## src/rtl/game_pkg.sv

```systemverilog
// Shared definitions for the game round controller.
//   - game_state_e : top-level round state
//   - DEF_*        : default round/ready/end-hold lengths and the pause keycode
//   - round_*()    : split a frame count into M:SS BCD digits plus sub-second frames,
//                    used only on constants to build load values
package game_pkg;

   localparam int unsigned DEF_ROUND_FRAMES    = 10800;
   localparam int unsigned DEF_READY_FRAMES    = 180;
   localparam int unsigned DEF_END_HOLD_FRAMES = 120;
   localparam logic [7:0]  DEF_PAUSE_KEY       = 8'h13;

   localparam int unsigned FRAMES_PER_SEC = 60;
   localparam int unsigned TIMER_W        = 14;

   typedef enum logic [2:0] {
      StIdle,
      StReady,
      StPlay,
      StPaused,
      StEnd
   } game_state_e;

   function automatic logic [3:0] round_min_digit(input int unsigned frames);
      return 4'((frames / (60 * FRAMES_PER_SEC)) % 10);
   endfunction

   function automatic logic [3:0] round_tens_digit(input int unsigned frames);
      return 4'(((frames / FRAMES_PER_SEC) % 60) / 10);
   endfunction

   function automatic logic [3:0] round_ones_digit(input int unsigned frames);
      return 4'((frames / FRAMES_PER_SEC) % 10);
   endfunction

   function automatic logic [5:0] round_sub_frames(input int unsigned frames);
      return 6'(frames % FRAMES_PER_SEC);
   endfunction

endpackage

```

## src/rtl/round_bcd_counter.sv

```systemverilog
// M:SS countdown in BCD with a sub-second frame counter underneath.
// The displayed time is always floor(remaining_frames / 60): the digits step
// down on the tick that takes the sub-second counter out of 0.
//   Clk, Reset  : clock, synchronous active-high reset (loads the LOAD_* values)
//   load        : reload LOAD_* values (wins over en)
//   en          : count one frame down; caller must not assert it at zero
//   min_ones, sec_tens, sec_ones : BCD digits
//   zero        : all digits and the sub-second counter are 0
module round_bcd_counter import game_pkg::*; #(
   parameter logic [3:0] LOAD_MIN  = 4'd3,
   parameter logic [3:0] LOAD_TENS = 4'd0,
   parameter logic [3:0] LOAD_ONES = 4'd0,
   parameter logic [5:0] LOAD_SUB  = 6'd0
) (
   input  logic       Clk,
   input  logic       Reset,
   input  logic       load,
   input  logic       en,
   output logic [3:0] min_ones,
   output logic [3:0] sec_tens,
   output logic [3:0] sec_ones,
   output logic       zero
);

   localparam logic [5:0] SubMax = 6'(FRAMES_PER_SEC - 1);

   logic [5:0] sub_q, sub_d;
   logic [3:0] min_q, min_d;
   logic [3:0] tens_q, tens_d;
   logic [3:0] ones_q, ones_d;

   assign zero = (sub_q == 6'd0) && (min_q == 4'd0) && (tens_q == 4'd0) && (ones_q == 4'd0);

   always_comb begin
      sub_d  = sub_q;
      min_d  = min_q;
      tens_d = tens_q;
      ones_d = ones_q;
      if (load) begin
         sub_d  = LOAD_SUB;
         min_d  = LOAD_MIN;
         tens_d = LOAD_TENS;
         ones_d = LOAD_ONES;
      end else if (en) begin
         if (sub_q != 6'd0) begin
            sub_d = sub_q - 6'd1;
         end else begin
            // Whole second consumed: borrow through ones -> tens -> minutes.
            sub_d = SubMax;
            if (ones_q != 4'd0) begin
               ones_d = ones_q - 4'd1;
            end else begin
               ones_d = 4'd9;
               if (tens_q != 4'd0) begin
                  tens_d = tens_q - 4'd1;
               end else begin
                  tens_d = 4'd5;
                  min_d  = min_q - 4'd1;
               end
            end
         end
      end
   end

   always_ff @(posedge Clk) begin
      if (Reset) begin
         sub_q  <= LOAD_SUB;
         min_q  <= LOAD_MIN;
         tens_q <= LOAD_TENS;
         ones_q <= LOAD_ONES;
      end else begin
         sub_q  <= sub_d;
         min_q  <= min_d;
         tens_q <= tens_d;
         ones_q <= ones_d;
      end
   end

   assign min_ones = min_q;
   assign sec_tens = tens_q;
   assign sec_ones = ones_q;

endmodule

```

## src/rtl/game_controller.sv

```systemverilog
// Round sequencer for the game: idle -> 3-2-1 countdown -> timed play (pausable)
// -> end screen with a minimum hold, tracking the best final score.
//   Clk, Reset   : clock, synchronous active-high reset
//   vsync        : VGA vertical sync, one frame per rising edge (asynchronous)
//   keycode      : current USB keycode, 0 = none held
//   score        : live score from the gameplay logic
//   StartFlag    : READY, PLAY or PAUSED      EndFlag   : END
//   PauseFlag    : PAUSED                     ReadyFlag : READY
//   roundStart   : one-cycle pulse on READY -> PLAY
//   readyDigit   : 3/2/1 during READY, else 0
//   timerValue   : remaining round frames
//   minuteOnes, secondTens, secondOnes : remaining time as BCD M:SS
//   bestScore    : best final score since Reset
// Every output is a flop that changes on the edge where the causing tick/press is seen.
module game_controller import game_pkg::*; #(
   parameter int unsigned ROUND_FRAMES    = DEF_ROUND_FRAMES,
   parameter int unsigned READY_FRAMES    = DEF_READY_FRAMES,
   parameter int unsigned END_HOLD_FRAMES = DEF_END_HOLD_FRAMES,
   parameter logic [7:0]  PAUSE_KEY       = DEF_PAUSE_KEY
) (
   input  logic               Clk,
   input  logic               Reset,
   input  logic               vsync,
   input  logic [7:0]         keycode,
   input  logic [3:0]         score,
   output logic               StartFlag,
   output logic               EndFlag,
   output logic               PauseFlag,
   output logic               ReadyFlag,
   output logic               roundStart,
   output logic [1:0]         readyDigit,
   output logic [TIMER_W-1:0] timerValue,
   output logic [3:0]         minuteOnes,
   output logic [3:0]         secondTens,
   output logic [3:0]         secondOnes,
   output logic [3:0]         bestScore
);

   localparam int unsigned ReadyW = $clog2(READY_FRAMES + 2);
   localparam int unsigned HoldW  = $clog2(END_HOLD_FRAMES + 2);

   localparam logic [ReadyW-1:0]  ReadyLoad   = ReadyW'(READY_FRAMES);
   localparam logic [ReadyW-1:0]  ReadyOne    = ReadyW'(1);
   localparam logic [ReadyW-1:0]  ReadyOneSec = ReadyW'(FRAMES_PER_SEC);
   localparam logic [ReadyW-1:0]  ReadyTwoSec = ReadyW'(2 * FRAMES_PER_SEC);
   localparam logic [HoldW-1:0]   HoldLoad    = HoldW'(END_HOLD_FRAMES);
   localparam logic [HoldW-1:0]   HoldOne     = HoldW'(1);
   localparam logic [TIMER_W-1:0] TimerLoad   = TIMER_W'(ROUND_FRAMES);
   localparam logic [TIMER_W-1:0] TimerOne    = TIMER_W'(1);

   // Frame tick and key-press detection
   logic [2:0] vs_q;     // [0],[1] synchronizer, [2] edge history
   logic       tick;
   logic       key_q;
   logic       press;
   logic       pause_press;

   always_ff @(posedge Clk) begin
      if (Reset) begin
         vs_q  <= 3'b000;
         key_q <= 1'b0;
      end else begin
         vs_q  <= {vs_q[1:0], vsync};
         key_q <= (keycode != 8'h00);
      end
   end

   assign tick        = vs_q[1] & ~vs_q[2];
   assign press       = (keycode != 8'h00) & ~key_q;
   assign pause_press = press & (keycode == PAUSE_KEY);

   // FSM: state register
   game_state_e state_q, state_d;

   always_ff @(posedge Clk) begin
      if (Reset) begin
         state_q <= StIdle;
      end else begin
         state_q <= state_d;
      end
   end

   logic [ReadyW-1:0]  ready_q, ready_d;
   logic [TIMER_W-1:0] timer_q, timer_d;
   logic [HoldW-1:0]   hold_q, hold_d;
   logic [3:0]         best_d;

   // FSM: next state
   always_comb begin
      state_d = state_q;
      unique case (state_q)
         StIdle:   if (press) state_d = StReady;
         StReady:  if (tick && ready_q == ReadyOne) state_d = StPlay;
         StPlay: begin
            // Expiry outranks a pause press landing on the same cycle.
            if (tick && timer_q == TimerOne) begin
               state_d = StEnd;
            end else if (pause_press) begin
               state_d = StPaused;
            end
         end
         StPaused: if (pause_press) state_d = StPlay;
         StEnd:    if (press && hold_q == '0) state_d = StIdle;
         default:  state_d = StIdle;
      endcase
   end

   // Counters and best score
   always_comb begin
      ready_d = ready_q;
      timer_d = timer_q;
      hold_d  = hold_q;
      best_d  = bestScore;
      if (state_q == StIdle && state_d == StReady) begin
         ready_d = ReadyLoad;
         timer_d = TimerLoad;
      end
      if (state_q == StReady && tick && ready_q != '0) begin
         ready_d = ready_q - ReadyOne;
      end
      if (state_q == StPlay && tick && timer_q != '0) begin
         timer_d = timer_q - TimerOne;
      end
      if (state_q == StPlay && state_d == StEnd) begin
         hold_d = HoldLoad;
         if (score > bestScore) begin
            best_d = score;
         end
      end
      if (state_q == StEnd && tick && hold_q != '0) begin
         hold_d = hold_q - HoldOne;
      end
      if (state_q == StEnd && state_d == StIdle) begin
         timer_d = TimerLoad;
      end
   end

   always_ff @(posedge Clk) begin
      if (Reset) begin
         ready_q   <= '0;
         timer_q   <= TimerLoad;
         hold_q    <= '0;
         bestScore <= 4'd0;
      end else begin
         ready_q   <= ready_d;
         timer_q   <= timer_d;
         hold_q    <= hold_d;
         bestScore <= best_d;
      end
   end

   assign timerValue = timer_q;

   // BCD display countdown
   logic bcd_load;
   logic bcd_en;
   logic bcd_zero;

   assign bcd_load = (state_q == StIdle && state_d == StReady) ||
                     (state_q == StEnd && state_d == StIdle);
   assign bcd_en   = (state_q == StPlay) && tick && !bcd_zero;

   round_bcd_counter #(
      .LOAD_MIN  (round_min_digit(ROUND_FRAMES)),
      .LOAD_TENS (round_tens_digit(ROUND_FRAMES)),
      .LOAD_ONES (round_ones_digit(ROUND_FRAMES)),
      .LOAD_SUB  (round_sub_frames(ROUND_FRAMES))
   ) u_bcd (
      .Clk      (Clk),
      .Reset    (Reset),
      .load     (bcd_load),
      .en       (bcd_en),
      .min_ones (minuteOnes),
      .sec_tens (secondTens),
      .sec_ones (secondOnes),
      .zero     (bcd_zero)
   );

   // FSM: outputs, decoded from the next state so the flops line up with it
   logic       start_d;
   logic       end_d;
   logic       pause_d;
   logic       ready_flag_d;
   logic       round_start_d;
   logic [1:0] digit_d;

   always_comb begin
      start_d       = (state_d == StReady) || (state_d == StPlay) || (state_d == StPaused);
      end_d         = (state_d == StEnd);
      pause_d       = (state_d == StPaused);
      ready_flag_d  = (state_d == StReady);
      round_start_d = (state_q == StReady) && (state_d == StPlay);
      digit_d       = 2'd0;
      if (state_d == StReady) begin
         if (ready_d > ReadyTwoSec) begin
            digit_d = 2'd3;
         end else if (ready_d > ReadyOneSec) begin
            digit_d = 2'd2;
         end else begin
            digit_d = 2'd1;
         end
      end
   end

   always_ff @(posedge Clk) begin
      if (Reset) begin
         StartFlag  <= 1'b0;
         EndFlag    <= 1'b0;
         PauseFlag  <= 1'b0;
         ReadyFlag  <= 1'b0;
         roundStart <= 1'b0;
         readyDigit <= 2'd0;
      end else begin
         StartFlag  <= start_d;
         EndFlag    <= end_d;
         PauseFlag  <= pause_d;
         ReadyFlag  <= ready_flag_d;
         roundStart <= round_start_d;
         readyDigit <= digit_d;
      end
   end

endmodule

```

## config.mk

```make
export PLATFORM = sky130hd
export DESIGN_NAME = game_controller
export DESIGN_NICKNAME = d
export VERILOG_FILES = /design/src/rtl/game_pkg.sv /design/src/rtl/round_bcd_counter.sv /design/src/rtl/game_controller.sv
export SDC_FILE = /design/constraint.sdc
export NUM_CORES = 1
export LEC_CHECK = 0
export ABC_AREA = 1
export BUFFER_PORTS_ARGS = -buffer_cell sky130_fd_sc_hd__buf_2
export CAP_MARGIN = 40
export CORE_ASPECT_RATIO = 1.5
export CORE_MARGIN = 2
export CORE_UTILIZATION = 57
export CTS_CLUSTER_DIAMETER = 100
export CTS_CLUSTER_SIZE = 8
export DETAILED_ROUTE_END_ITERATION = 8
export PLACE_DENSITY = 0.87
export SLEW_MARGIN = 20
export SYNTH_ARGS = -nofsm -noshare
export SYNTH_HDL_FRONTEND = slang
export SYNTH_SLANG_ARGS = --single-unit
```

## constraint.sdc

```tcl
create_clock -name Clk -period 2.2 [get_ports Clk]
set_clock_uncertainty 0.15 [all_clocks]
set_input_delay 0.55 -clock Clk [delete_from_list [all_inputs] [get_ports Clk]]
set_output_delay 0.55 -clock Clk [all_outputs]
set_load 0.01 [all_outputs]
```

**After elaboration in Yosys (flattened, before gate mapping)**

Cells that the tools add are included.

- $add $sub $neg: 7
- $lt $le $gt $ge: 3
- Equal/unequal tests: 11
- Mux-type cells: 18
- Bitwise gates (word level): 9
- Reductions and logical operators: 44

Operators with widths:

| operator | count |
|---|---|
| 14-bit 2-to-1 mux | 2 |
| 3-bit 2-to-1 mux | 6 |
| 1-bit logical AND | 17 |
| 8-bit 2-to-1 mux | 2 |
| 8-bit nonzero test | 2 |
| 3-bit case mux with 5 select lines | 1 |
| 14-bit by 1-bit == test with 1-bit output, second input constant | 1 |
| 7-bit 2-to-1 mux | 2 |
| 14-bit nonzero test | 1 |
| 14-bit by 1-bit subtractor with 14-bit output, second input constant | 1 |
| 3-bit by 2-bit == test with 1-bit output, second input constant | 4 |
| 4-bit logical NOT | 3 |
| 4-bit by 1-bit subtractor with 4-bit output, second input constant | 3 |
| 8-bit by 1-bit == test with 1-bit output, second input constant | 1 |
| 8-bit by 5-bit == test with 1-bit output, second input constant | 1 |
| 8-bit by 6-bit > comparator with 1-bit output, second input constant | 1 |
| 8-bit by 7-bit > comparator with 1-bit output, second input constant | 1 |
| 4-bit 2-to-1 mux | 2 |
| 4-bit nonzero test | 2 |
| 8-bit by 1-bit subtractor with 8-bit output, second input constant | 1 |
| 7-bit logical NOT | 1 |
| 7-bit nonzero test | 1 |
| 7-bit by 1-bit subtractor with 7-bit output, second input constant | 1 |
| 3-bit by 1-bit == test with 1-bit output, second input constant | 2 |
| other kinds (17) | 33 |

- Register bits after elaboration: 65
- Bits of input ports: 15
- Output and inout port bits: 37
- Word-level logic and storage cells: 109

**Longest topological paths before layout**

Gate-level depths: netlist of the first run.

- Word-level depth: 13
- Mapped depth: 15
- Depth with buffers taken out: 15

**By module**

From an unflattened synthesis of the first run, not the netlist that was laid out.

- Cell total of the unflattened synthesis: 529
- Area total of the unflattened synthesis: 3569.7 um2

By module, submodules not included:

| module | instances | cells each | area each (um2) | seq. area each (um2) |
|---|---|---|---|---|
| game_controller | 1 | 385 | 2568.7 | 940.9 |
| round_bcd_counter | 1 | 144 | 1001.0 | 360.3 |

**Worst setup path after synthesis of the first run**

OpenSTA, ideal clock, no wires.

- Path type: reg2reg
- Start: reg u_bcd.sub_q[0]
- End: reg u_bcd.min_q[1] (netlist: u_bcd.min_ones[1])
- Library setup time: 0.119 ns
- Arrival: 1.696 ns
- Data required time: 1.931 ns
- Path slack: 0.235 ns
- Cell stages (with the launch flop): 13
- Buffers on the path: 1
- Clock period less this slack: 1.965 ns
- Path through: dfxtp_1 -> inv_1 -> ha_1 -> nand3_1 -> nor3_2 -> nand3_1 -> nand2_1 -> inv_2 -> buf_2 -> nand3b_2 -> inv_2 -> o21ai_0 -> nand2_1

- Cells in the longest elaborated chain, start to end: 7
- Elaborated cells on any way between the ends: 9
- Classes of those cells: bitwise: 1; reduce/logical: 8

RTL lines:

| item | RTL line | RTL |
|---|---|---|
| start, declared | round_bcd_counter.sv:27 | `logic [5:0] sub_q, sub_d;` |
| start signal, assigned | round_bcd_counter.sv:72 | `sub_q <= sub_d;` |
| 6-bit logical NOT | round_bcd_counter.sv:32 | `assign zero = (sub_q == 6'd0) && (min_q == 4'd0) && (tens_q == 4'd0) && (ones_q == 4'd0);` |
| 1-bit logical AND (3 in a row) | round_bcd_counter.sv:32 |  |
| 1-bit logical NOT | game_controller.sv:161 | `assign bcd_en = (state_q == StPlay) && tick && !bcd_zero;` |
| 1-bit logical AND | game_controller.sv:161 |  |
| 4-bit AND reduction (no line) (*) | -- |  |
| end signal, assigned | round_bcd_counter.sv:73 | `min_q <= min_d;` |
| end, declared | round_bcd_counter.sv:28 | `logic [3:0] min_q, min_d;` |

Mark *: on every way between the ends. The rest lies on a longest branch, timed or not.
A chain may end at the register's enable or synchronous reset.

**Final worst setup path of the first run**

- Start: reg ready_q[1]
- End: reg readyDigit[0]

- Cells in the longest elaborated chain, start to end: 11
- Elaborated cells on any way between the ends: 17
- Classes of those cells: add/sub: 1; order compare: 2; eq/ne: 2; mux: 6; bitwise: 1; reduce/logical: 5

RTL lines:

| item | RTL line | RTL |
|---|---|---|
| start, declared | game_controller.sv:83 | `logic [ReadyW-1:0] ready_q, ready_d;` |
| start signal, assigned | game_controller.sv:145 | `ready_q <= ready_d;` |
| 8-bit by 1-bit == test with 1-bit output | game_controller.sv:93 | `StReady: if (tick && ready_q == ReadyOne) state_d = StPlay;` |
| 1-bit logical AND | game_controller.sv:93 |  |
| 3-bit 2-to-1 mux | game_controller.sv:93 |  |
| 3-bit case mux with 5 select lines | game_controller.sv:91 | `unique case (state_q)` |
| 3-bit by 1-bit == test with 1-bit output | game_controller.sv:114, game_controller.sv:194 |  |
| 1-bit logical AND | game_controller.sv:114 | `if (state_q == StIdle && state_d == StReady) begin` |
| 8-bit 2-to-1 mux | game_controller.sv:114 |  |
| 8-bit 2-to-1 mux | game_controller.sv:118 | `if (state_q == StReady && tick && ready_q != '0) begin` |
| 8-bit by 6-bit > comparator with 1-bit output | game_controller.sv:197 | `end else if (ready_d > ReadyOneSec) begin` |
| 2-bit 2-to-1 mux | game_controller.sv:197 |  |
| 2-bit 2-to-1 mux | game_controller.sv:195 | `if (ready_d > ReadyTwoSec) begin` |
| end signal, assigned | game_controller.sv:219 | `readyDigit <= digit_d;` |
| end, declared | game_controller.sv:31 | `output logic [1:0] readyDigit,` |

Parallel ways exist; a longest one is shown, timed or not.

==> impl_results.md, run 1 <==
- Port bufs: 51
- Drt wl/cell: ~12 um
- Largest net degree at the start of global routing: 24
- Required @ worst endpoint: 2.29 ns
- Diodes inserted: 0
- Max-slew violations: 0
- Synthesized cell area: between 3000 and 4000 um2
- TritonCTS Buffers: 9
- Number of global-route vias before repair: about 3.6k
- Finished Cell Area: 4298 um2
- CTS resizes: 0
- Switching share of power: 25.30%
- Detailed Routing Iterations Pass 1: 5
- Initial drt markers: ~230
- Switching power: 0.0006057 W
- TritonCTS clock tree: done
- EDFF count, synth: 0
- First-pass GRT wire length: 14.03 mm
- CP cell instances: inv_1, ha_1, nand2_1, inv_1, nand2_1, nand2_1, o21ai_0, nand2_1, nor2_1, nand3_1, nand2_1, nand3_1, nand2_1, inv_1
- Clock sink count: 65
- Crit-path leading delay family: simple AND/OR/NAND/NOR gates
- Worst hold path class: flop to flop
- Post-route ant nets: 0
- Clk_lat worst skew: 0.35 ns
- # rows: 35
- Count leader, synth: nand2_1
- Most used cell, CP: nand2_1
- Fillers: approximately 530
- Final Hold Fails: 0
- Clock root cell: clkbuf_8
- DIE AREA: 7028 um2
- Final WL: roughly 8.3 mm
- Placement Cell Area: a little over 4000 um2
- Core Region: between 6000 and 7000 um2
- # Max-Cap Violations: 0
- Pwr Density: 557.0 nW/um2
- Synth Register Bits: 65
- Crit Path Class: flop to flop
- Crit share post-route: 94.32%
- Pleak: 2.065 nW
- Synth warn: 0
- Hold_buf cts: 0
- Synth-to-Final Area Change: 18.53%
- Peak VDD IR: 0.5620 mV
- Setup-failing EPs final: 0
- Leading area contributor after synthesis: dfxtp_1
- Avg Vias per Cell: 5.278
- Initial antenna violation count: 0
- Combinational power share: 8.5%
- Total overflow reported by the global router: 0
- Slew of the pin with the lowest slew margin: 0.4101 ns
- RSZ-0062 raised after global routing: yes
- Top cells by area, synth: dfxtp_1 (36%), nand2_1 (10%), inv_1 (9.4%)
- DRC: 0
- CP arrival: 2.17 ns
- Share of cells above drive strength 1: about a fifth
- Total GRT Usage: 24.23%
- Slowest-stage cell, CP: dfxtp_1
- Clk pwr share: between 40% and 50%
- WP buf/inv: 3
- Synth top area share: 35.89%
- Clock Tree Buf Depth: 2
- Final HPWL DP: around 6.4 mm
- Achievable Freq: 481.9 MHz
- Final setup TNS: 0 ns
- Crit end category: flop
- Die Ht: 101.7 um
- Min Clock Period, post-route: 2.075 ns
- # IOs: 52
- CP Launch Type: flop
- Clock Pin Slew Worst Setup and Hold Paths: roughly 0.070 ns
- Max-slew headroom: 72.62%
- Nets@finish: 640
- Register area share after synthesis: a little over a third
- Commonest cells in the netlist: nand2_1 (101), inv_1 (91), nor2_1 (71), dfxtp_1 (65), nand3_1 (35)
- RD Place Congestion: 0.9066
- Crit Path Max Fanout: 5
- Via count: 3631
- Syn Nets: around 560
- Main synth FF type: dfxtp_1
- Internal Power: 0.001788 W
- Synth unique cells: 35
- Asr flop ratio synth: 0%
- Outcome: completed
- Mapped Cells: 533
- Avg Cell Area, Syn: 6.803 um2
- Initial core utilization: 59.14%
- H-tree depth reported by CTS: 3
- Die X: 69.12 um
- Sequential share of power: 50.6%
- Post-CTS Setup Bufs: 0
- Critical Path Max Stage Delay: roughly 0.35 ns
==> per-layer routing <==
metal | global-route usage, % | wire length, um
met5 | 0 | 0
met4 | 14.18 | 331
met3 | 3.980 | 320
met2 | 47.71 | 4506
met1 | 23.48 | 3167
==> path summary, 6_finish.rpt <==
kind,depth (start not counted),end,from,slack [ns]
max reg2reg,14,readyDigit[0],ready_q[1],0.12
min,2,vs_q[1],vs_q[0],0.26
max,14,readyDigit[0],ready_q[1],0.12
min reg2reg,2,vs_q[1],vs_q[0],0.26
==> registers in the layout (all words and copies together), names as in the netlist, 4 cells and up <==
register	count
u_bcd.sec_tens	4
hold_q	7
timerValue	14
bestScore	4
u_bcd.sec_ones	4
u_bcd.sub_q	6
ready_q	8
u_bcd.min_ones	4
==> logic make-up (layout without fill, tap and decap cells) <==
kind of cell | after synthesis | after routing | synth area share, %
AO/OA/AOI/OAI | 71 | 71 | 10.52
AND/OR/NAND/NOR | 266 | 266 | 33.89
XOR/XNOR | 14 | 14 | 3.381
buffers and inverters | 101 | 182 | 10.80
flip-flops | 65 | 65 | 35.89
adder cells (fa/ha/maj) | 16 | 16 | 5.521
==> cell type report <==
cell class,count,area [um2],area share (%)
multi-input cells,367,1951,45.39
flip-flops and latches,65,1301,30.28
repair buffers,72,412.9,9.607
inverters,94,352.8,8.210
clock buffers,11,131.4,3.057
well taps,74,92.59,2.154
clock inverters,5,56.30,1.310
==> worst register-to-register path: cells and delay by family (launching register included) <==
family	cells	cell delay, ns
adder cells (fa/ha/maj)	1	0.19
AO/OA/AOI/OAI	1	0.20
flip-flops	1	0.35
buffers and inverters	3	0.18
AND/OR/NAND/NOR	9	0.91
==> per-stage QoR <==
step,power [W],setup slack [ns],cells,util [%],hold WS (ns)
floorplan,0.001366,0.2350,533,-,0.2383
global placement,0.001432,0.008046,672,66.76,0.2494
detailed placement,0.001436,-0.02839,672,66.76,0.2479
CTS,0.002401,0.07109,688,69.82,0.2577
global route,0.002479,-0.006985,688,70.10,0.2825
finish,0.002394,0.1249,688,70.10,0.2586
==> placed cells by master (no fill, tap or decap), types with 16 or more instances in the layout <==
master    n
nand2_1  99
inv_1    90
nor2_1   70
dfxtp_1  65
buf_2    51
nand3_1  35
o21ai_0  32
a21oi_1  26
buf_4    21
ha_1     16
==> power groups by stage <==
| stage | Clock, W | Sequential (W) | Combinational (W) |
|---|---|---|---|
| detailed placement | 0 | 0.00124 | 0.000200 |
| global placement | 0 | 0.00124 | 0.000195 |
| global route | 0.00104 | 0.00121 | 0.000228 |
| CTS | 0.000989 | 0.00121 | 0.000202 |
| floorplan | 0 | 0.00124 | 0.000130 |
| finish | 0.000981 | 0.00121 | 0.000202 |
Power figures use the tool's default switching activity.
==> run 2, diff against run 1 <==
Settings changed: HOLD_SLACK_MARGIN from default to 0.03.
Clock period 2.2 ns to 2.02 ns, I/O delays scaled along.
==> run 2 against run 1 <==
- the flow now finishes with violations (design-rule violations)
- power up 13%
- clock power rose by 15%
- fmax is 4.0% higher
- utilization grew 5.3 points
- hold slack lost 0.032 ns
- critical path type unchanged
==> impl_results.md, run 2 (same netlist as run 1, synthesis figures left out) <==
- Outcome: finished, violations left
- Failing checks: design-rule violations
- Worst hold path class: primary input to flop
- Pwr Density: roughly 580 nW/um2
- Clock Tree Buf Depth: 2
- Crit Path Class: flop to flop
- Routing usage on met1: 23.79%
- Final HPWL DP: 6.612 mm
- Share of cells above drive strength 1: a little under 30%
- Crit Path Max Fanout: 11
- Clk_lat worst skew: 0.36 ns
- GR Util met2: approximately half
- Synth-to-Final Area Change: 27.47%
- Total GRT Usage: 25.66%
- CP Launch Type: flop
- Max FFs per register: 14
- Via count: 3881
- TritonCTS Buffers: 9
- Final WL: 9.719 mm
- RD Place Congestion: 0.8807
- Final setup TNS: 0 ns
- Post-route ant nets: 0
- Die X: 69.12 um
- Initial drt markers: roughly 300
- Achievable Freq: 501.1 MHz
- Largest net degree at the start of global routing: 24
- CP arrival: 2.15 ns
- Number of global-route vias before repair: 3595
- Slowest-stage cell, CP: dfxtp_2
- Met3 usage: 5.473%
- First-pass GRT wire length: ~15 mm
- CP cell instances: inv_2, ha_1, nand3_1, nor3_2, nand3_2, nand2_4, inv_6, nand2_2, buf_4, xnor2_1, inv_1, nor2_4
- TritonCTS clock tree: done
- Die Ht: 101.7 um
- Max-slew headroom: between 70% and 80%
- Clock root cell: clkbuf_8
- Final Hold Fails: 0
- Most Used Layer, Global Route: met2
- Port bufs: 51
- Initial core utilization: slightly below 60%
- # IOs: 52
- RSZ-0062 raised after global routing: yes
- Required @ worst endpoint: 2.17 ns
- Crit end category: flop
- Peak VDD IR: 0.6718 mV
- Setup-failing EPs final: 0
- DRC: 1
- Max-slew violations: 0
- Nets@finish: 663
- Detailed Routing Iterations Pass 1: 8
- Hold_buf cts: 0
- Min Clock Period, post-route: 1.996 ns
- Fillers: about 450
- Crit share post-route: between 90% and 100%
- Clock sink count: 65
- Clock Pin Slew Worst Setup and Hold Paths: 0.08 ns
- Critical Path Max Stage Delay: about 0.34 ns
- # Max-Cap Violations: 0
- Seq. cell area: 1308 um2
- Core Region: 6131 um2
- Slew of the pin with the lowest slew margin: 0.3912 ns
- # rows: 35
- Total overflow reported by the global router: 0
- Initial antenna violation count: 0
- DIE AREA: 7028 um2
- Diodes inserted: 0
- Hold Worst Slack: 0.2269 ns
- Commonest non-fill, non-tap cell in the layout: nand2_1
- Drt wl/cell: between 10 and 15 um
- Commonest cells after routing, fill and taps aside: nand2_1 (94), inv_1 (82), nor2_1 (62), dfxtp_1 (60), buf_2 (51)
- Avg Vias per Cell: 5.466
- H-tree depth reported by CTS: 3
- Multi-input gate area: 2077 um2
- Pleak: 2.201 nW
## run 2: critical path: cells and delay by family (launching register included)
kind / cells / cell delay, ns
simple gates: 6 / 0.83
xor+xnor: 1 / 0.11
buf+inv: 4 / 0.36
fa+ha+maj: 1 / 0.15
flops: 1 / 0.34
## run 2: final timing paths
kind / from / endpoint / slack (ns) / cells past startpoint
max: u_bcd.sub_q[0] / u_bcd.sec_ones[0] / 0.02 / 12
min: vsync / vs_q[0] / 0.23 / 3
max reg2reg: u_bcd.sub_q[0] / u_bcd.sec_ones[0] / 0.02 / 12
min reg2reg: vs_q[0] / vs_q[1] / 0.25 / 2
## run 2: report_power, final
group          internal, W  switching (W)  total [W]  leakage, nW
clock network     0.000627       0.000501    0.00113        0.102
logic            0.0000949       0.000162   0.000257         1.57
registers          0.00130      0.0000139    0.00132        0.530
total              0.00202       0.000677    0.00270         2.20
## run 2: final cells by class
class                      instances  share of cell area, %
clock buffer                      12                  3.357
inverter                          94                  7.796
clock inverter                     3                 0.8663
tap                               74                  2.003
sequential                        65                  28.29
multi-input combinational        367                  44.94
timing repair buffer              95                  12.75
## run 2: timing repair
action,CTS,global route
setup endpoints to repair,18,42
cloned,0,0
pin swaps,0,13
setup buffers,0,6
gates resized for setup,8,57
## run 2: metal layers
| metal | part of all wire (%) | vias up |
|---|---|---|
| met3 | 4.7 | 45 |
| met4 | 4.6 | 0 |
| met2 | 55 | 146 |
| met5 | 0 | - |
| met1 | 36 | 1798 |
| li1 | - | 1892 |
## run 2: per-stage QoR
step | util [%] | std cells | setup slack (ns) | area (um2) | power, W
floorplan | - | 533 | 0.05496 | 3626 | 0.001488
global placement | 68.84 | 689 | -0.1165 | 4220 | 0.001573
detailed placement | 68.84 | 689 | -0.1458 | 4220 | 0.001579
CTS | 72.18 | 704 | 0.01119 | 4425 | 0.002689
global route | 75.39 | 710 | -0.1188 | 4622 | 0.002790
finish | 75.39 | 710 | 0.02423 | 4622 | 0.002702
